### src/rtl/bfsh_host_ctrl.sv
// Host-side sequencer for the BFSH core: loads the key, waits out key-schedule init,
// then runs one block at a time from a valid/ready stream and hands back each result.
module bfsh_host_ctrl #(
    parameter int START_WAIT   = 4,
    parameter int INIT_TIMEOUT = 131072,
    parameter int BUSY_TIMEOUT = 256
) (
    input  logic        clk,
    input  logic        rst,
    input  logic [63:0] key_in,
    input  logic        key_load,
    output logic        key_ready,
    input  logic        blk_valid,
    output logic        blk_ready,
    input  logic [63:0] blk_data,
    input  logic        blk_enc,
    output logic        res_valid,
    input  logic        res_ready,
    output logic [63:0] res_data,
    output logic        res_enc,
    output logic        err,
    input  logic        err_clr,
    output logic        core_en_key,
    output logic [63:0] core_key,
    output logic        core_en_pt,
    output logic        core_en_enc_dec,
    output logic [63:0] core_pt,
    input  logic        core_initializing,
    input  logic        core_busy,
    input  logic [63:0] core_ct
);

    localparam int CNT_MAX_IB = (INIT_TIMEOUT > BUSY_TIMEOUT) ? INIT_TIMEOUT : BUSY_TIMEOUT;
    localparam int CNT_MAX    = (CNT_MAX_IB > START_WAIT) ? CNT_MAX_IB : START_WAIT;
    localparam int CNT_W      = $clog2(CNT_MAX + 1);

    localparam logic [CNT_W-1:0] START_LAST = CNT_W'(START_WAIT - 1);
    localparam logic [CNT_W-1:0] INIT_LIMIT = CNT_W'(INIT_TIMEOUT);
    localparam logic [CNT_W-1:0] BUSY_LIMIT = CNT_W'(BUSY_TIMEOUT);

    typedef enum logic [3:0] {
        NOKEY,
        KEY_ISSUE,
        KEY_START,
        KEY_WAIT,
        READY,
        BLK_ISSUE,
        BLK_START,
        BLK_WAIT,
        RESULT,
        ERROR
    } state_t;

    state_t             state_reg;
    logic [CNT_W-1:0]   cnt_reg;
    logic               key_pending_reg;

    // A key request arriving in the same cycle as a block always takes precedence.
    assign key_ready = (state_reg == READY) && !key_pending_reg;
    assign blk_ready = key_ready && !key_load;

    always_ff @(posedge clk or negedge rst) begin
        if (!rst) begin
            state_reg       <= NOKEY;
            cnt_reg         <= '0;
            key_pending_reg <= 1'b0;
            core_en_key     <= 1'b0;
            core_key        <= '0;
            core_en_pt      <= 1'b0;
            core_en_enc_dec <= 1'b0;
            core_pt         <= '0;
            res_valid       <= 1'b0;
            res_data        <= '0;
            res_enc         <= 1'b0;
            err             <= 1'b0;
        end else begin
            core_en_key <= 1'b0;
            core_en_pt  <= 1'b0;

            if (key_load && (state_reg != ERROR)) begin
                key_pending_reg <= 1'b1;
                core_key        <= key_in;
            end

            case (state_reg)
                NOKEY, READY: begin
                    if (key_pending_reg) begin
                        core_en_key <= 1'b1;
                        if (!key_load) key_pending_reg <= 1'b0;
                        state_reg <= KEY_ISSUE;
                        cnt_reg   <= '0;
                    end else if (blk_valid && blk_ready) begin
                        core_pt         <= blk_data;
                        core_en_enc_dec <= blk_enc;
                        core_en_pt      <= 1'b1;
                        state_reg       <= BLK_ISSUE;
                        cnt_reg         <= '0;
                    end
                end
                KEY_ISSUE: begin
                    state_reg <= KEY_START;
                    cnt_reg   <= '0;
                end
                KEY_START: begin
                    if (core_initializing) begin
                        state_reg <= KEY_WAIT;
                        cnt_reg   <= '0;
                    end else if (cnt_reg >= START_LAST) begin
                        state_reg       <= ERROR;
                        err             <= 1'b1;
                        key_pending_reg <= 1'b0;
                        cnt_reg         <= '0;
                    end else begin
                        cnt_reg <= cnt_reg + 1'b1;
                    end
                end
                KEY_WAIT: begin
                    if (!core_initializing) begin
                        state_reg <= READY;
                        cnt_reg   <= '0;
                    end else if (cnt_reg >= INIT_LIMIT) begin
                        state_reg       <= ERROR;
                        err             <= 1'b1;
                        key_pending_reg <= 1'b0;
                        cnt_reg         <= '0;
                    end else begin
                        cnt_reg <= cnt_reg + 1'b1;
                    end
                end
                BLK_ISSUE: begin
                    state_reg <= BLK_START;
                    cnt_reg   <= '0;
                end
                BLK_START: begin
                    if (core_busy) begin
                        state_reg <= BLK_WAIT;
                        cnt_reg   <= '0;
                    end else if (cnt_reg >= START_LAST) begin
                        state_reg       <= ERROR;
                        err             <= 1'b1;
                        key_pending_reg <= 1'b0;
                        cnt_reg         <= '0;
                    end else begin
                        cnt_reg <= cnt_reg + 1'b1;
                    end
                end
                BLK_WAIT: begin
                    // The core's ct is only trusted on the first cycle busy reads low.
                    if (!core_busy) begin
                        res_data  <= core_ct;
                        res_enc   <= core_en_enc_dec;
                        res_valid <= 1'b1;
                        state_reg <= RESULT;
                        cnt_reg   <= '0;
                    end else if (cnt_reg >= BUSY_LIMIT) begin
                        state_reg       <= ERROR;
                        err             <= 1'b1;
                        key_pending_reg <= 1'b0;
                        cnt_reg         <= '0;
                    end else begin
                        cnt_reg <= cnt_reg + 1'b1;
                    end
                end
                RESULT: begin
                    if (res_ready) begin
                        res_valid <= 1'b0;
                        state_reg <= READY;
                        cnt_reg   <= '0;
                    end
                end
                ERROR: begin
                    if (err_clr) begin
                        err       <= 1'b0;
                        state_reg <= NOKEY;
                        cnt_reg   <= '0;
                    end
                end
                default: begin
                    state_reg <= NOKEY;
                    cnt_reg   <= '0;
                end
            endcase
        end
    end

endmodule
### config.mk
export PLATFORM = sky130hd
export DESIGN_NAME = bfsh_host_ctrl
export DESIGN_NICKNAME = d
export VERILOG_FILES = /design/src/rtl/bfsh_host_ctrl.sv
export SDC_FILE = /design/constraint.sdc
export NUM_CORES = 1
export LEC_CHECK = 0
export ABC_AREA = 0
export BUFFER_PORTS_ARGS = -buffer_cell sky130_fd_sc_hd__buf_4
export CORE_AREA = 2 2 158 160
export CTS_CLUSTER_DIAMETER = 80
export CTS_CLUSTER_SIZE = 12
export DETAILED_ROUTE_END_ITERATION = 7
export DIE_AREA = 0 0 160 162
export GPL_ROUTABILITY_DRIVEN = 0
export PLACE_DENSITY_LB_ADDON = 0.12
export SLEW_MARGIN = 40
export SYNTH_ARGS = -nofsm -noshare
export SYNTH_HDL_FRONTEND = slang
export SYNTH_SLANG_ARGS = --single-unit
### constraint.sdc
create_clock -name clk -period 4.8 [get_ports clk]
set_input_delay 1.2 -clock clk [delete_from_list [all_inputs] [get_ports clk]]
set_output_delay 1.2 -clock clk [all_outputs]
set_load 0.02 [all_outputs]
==> run metrics <==
layout cell share with drive strength beyond 1 50.8%; dominant cell type by area after synthesis dfrtp_1; worst path required time 3.60 ns; Initial Util 37.5%; post-CTS setup buffers 0; Worst-Margin Slew 0.791 ns; maximum clock insertion buffer count 3; drt first pass iters 4; Async S/R FF share, synth 100%; cts repair resizes 0; overflow left after global routing 0; CP cell instances nor4_4 > and2_1 > nor2b_1 > buf_4; antenna violations before repair 0; RSZ-0062 raised after global routing no; Tmin final 3.17 ns; global-route wire length before repair 38300 µm; largest registers core_key x64, core_pt x64, res_data x64; status finished, final reports clean; Clock Skews 0.00638 ns; Most used DFF post-synth dfrtp_1; Yosys cell types 58; drt drc 0; Synth area leaders dfrtp_1, mux2_1, mux2_2, buf_6, nand2_1; CP Max Fanout 15; clock sinks 221; Final ANT Viol Nets 0; Chip Height 162 µm; DP Wirelength 18900 µm; PortBufs 400; Die Wd 160 µm; final setup violation count 0; vias in the first global route 6427; slowest CP cell dfrtp_1; htree depth 1; Fmax achieved 315 MHz; Setup crit end kind output port; Pwr per Cell Area 560 nW/µm²; Pleak 6.35 nW; Yosys Warn Count 0; Cell Area, Synth 9040 µm²; WP data arrival 1.97 ns; WL/cell 18.7 µm; placed inst area 12300 µm²; pin count of the biggest net entering global routing 88; clock-pin slew on the worst setup and hold paths 0.06 ns; post-synth top area share 61.2%; Final Hold Vio Count 0; All-Layer GR Usage 18.8%; Final Cell Area 12900 µm²; initial DRC count 395; Fillers 2153; Post-synth top cells dfrtp_1, mux2_1, mux2_2; slew margin rel. 47.3%; worst path bufs/invs 1; worst vdd ir 0.000251 V; Post-synth EDFFs 0; sequential area share after synthesis 61.2%; family with the most delay on the worst path simple AND/OR/NAND/NOR gates; crit path launch type flip-flop; Hold Crit Class reg2reg; DR vias 6434; Layout area overhead 42.6%; Antenna Cells 0; Syn Area/Cell 14.6 µm²; setup_tns 0 ns; Via density 4.79; CTS tree yes; max-slew violations 0; die footprint 25900 µm²; Post-CTS Hold Fix Bufs 0; syn_nets 824; IO Pins 401; Layout Nets 1223; max cap viols 0; cts bufs inserted 22; final wirelength 25200 µm; clk_lat worst skew 0.49 ns; Yosys reg bits 221; Cells after Synth 621; most common cell in the synthesized netlist dfrtp_1; core area 24100 µm²; Tcrit/Tclk final 66.1%; Root Buffer clkbuf_16; CP max stage delay 0.57 ns; WS Path Type reg2out; row cnt 57
==> kinds of logic after synthesis <==
logic type,synth area share (%)
AO/OA/AOI/OAI,3.89
AND/OR/NAND/NOR,6.92
flip-flops,61.2
adder cells (fa/ha/maj),0.277
buffers and inverters,2.96
multiplexers,24.3
XOR/XNOR,0.484
==> area by class of cell <==
type                            count  area [µm²]  area share, %
Sequential cell                   221        5530           42.9
Multi-Input combinational cell    362        3250           25.2
Timing Repair Buffer              408        3100           24.0
Clock buffer                       23         576           4.46
Tap cell                          324         405           3.14
Inverter                            5        18.8          0.146
Clock inverter                      1        8.76         0.0679
==> cell usage in the layout (no fill, tap or decap), drive strengths merged, types with 2 or more instances in the layout <==
cell    synthesis  final
xnor2           4      4
nand2          31     31
o211ai          8      8
nor3            6      6
and3            4      4
a41oi           2      2
a31oi           2      2
dfrtp         221    221
nand2b          3      3
clkbuf          5     23
a21oi          11     11
nand3b          2      2
nand3           9      9
nor4            9      9
nor2           16     16
nor2b           6      6
or2             2      2
o21ai          13     13
o31ai           3      3
and2            3      3
inv             5      6
nand4           9      9
ha              2      2
o22ai           3      3
buf            28    408
nor3b           2      2
a22oi           2      2
mux2          194    194
==> power breakdown <==
| group | switching (W) | total (W) | leakage (nW) | internal, W |
|---|---|---|---|---|
| Clock | 0.000671 | 0.00151 | 0.288 | 0.000843 |
| Combinational | 0.00155 | 0.00288 | 3.28 | 0.00133 |
| Sequential | 0.000355 | 0.00283 | 2.78 | 0.00248 |
==> worst reg2reg max path, cell delays in order, from the launching register on <==
cell	delay (ns)
dfrtp_1	0.69
and3b_1	0.35
nand2_1	0.14
nor2_4	0.56
buf_12	0.34
mux2_2	0.42
==> worst paths after layout <==
kind / from / cells after the start / slack [ns] / endpoint
worst min register to register: core_pt[47]$_DFFE_PN0P_ / 1 / 0.48 / core_pt[47]$_DFFE_PN0P_
worst min-delay path: core_pt[47]$_DFFE_PN0P_ / 1 / 0.48 / core_pt[47]$_DFFE_PN0P_
worst max register to register: state_reg[1]$_DFFE_PN0P_ / 5 / 2.18 / res_data[38]$_DFFE_PN0P_
min in group asynchronous: rst / 1 / 0.68 / core_key[27]$_DFFE_PN0P_
max in group asynchronous: rst / 2 / 3.14 / res_data[4]$_DFFE_PN0P_
worst max-delay path: state_reg[0]$_DFFE_PN0P_ / 4 / 1.63 / blk_ready
==> metrics by stage <==
step / util, % / worst slack [ns] / hold WS, ns / power, W / std cells
2_1_floorplan: - / 2.10 / 0.513 / 0.00438 / 621
3_3_place_gp: 51.0 / 1.72 / 0.468 / 0.00576 / 1320
3_5_place_dp: 51.1 / 1.97 / 0.476 / 0.00580 / 1320
4_1_cts: 53.5 / 1.59 / 0.489 / 0.00734 / 1344
5_1_grt: 53.5 / 1.50 / 0.499 / 0.00763 / 1344
6_report: 53.5 / 1.63 / 0.483 / 0.00723 / 1344
==> per-layer routing <==
layer | GRT usage [%] | share of wire [%] | up-vias
met5 | 0 | 0 | -
met4 | 6.27 | 3.1 | 0
met3 | 3.60 | 6.3 | 46
met2 | 33.4 | 52 | 222
met1 | 23.2 | 39 | 3156
li1 | - | - | 3010
Power figures use the tool's default switching activity.
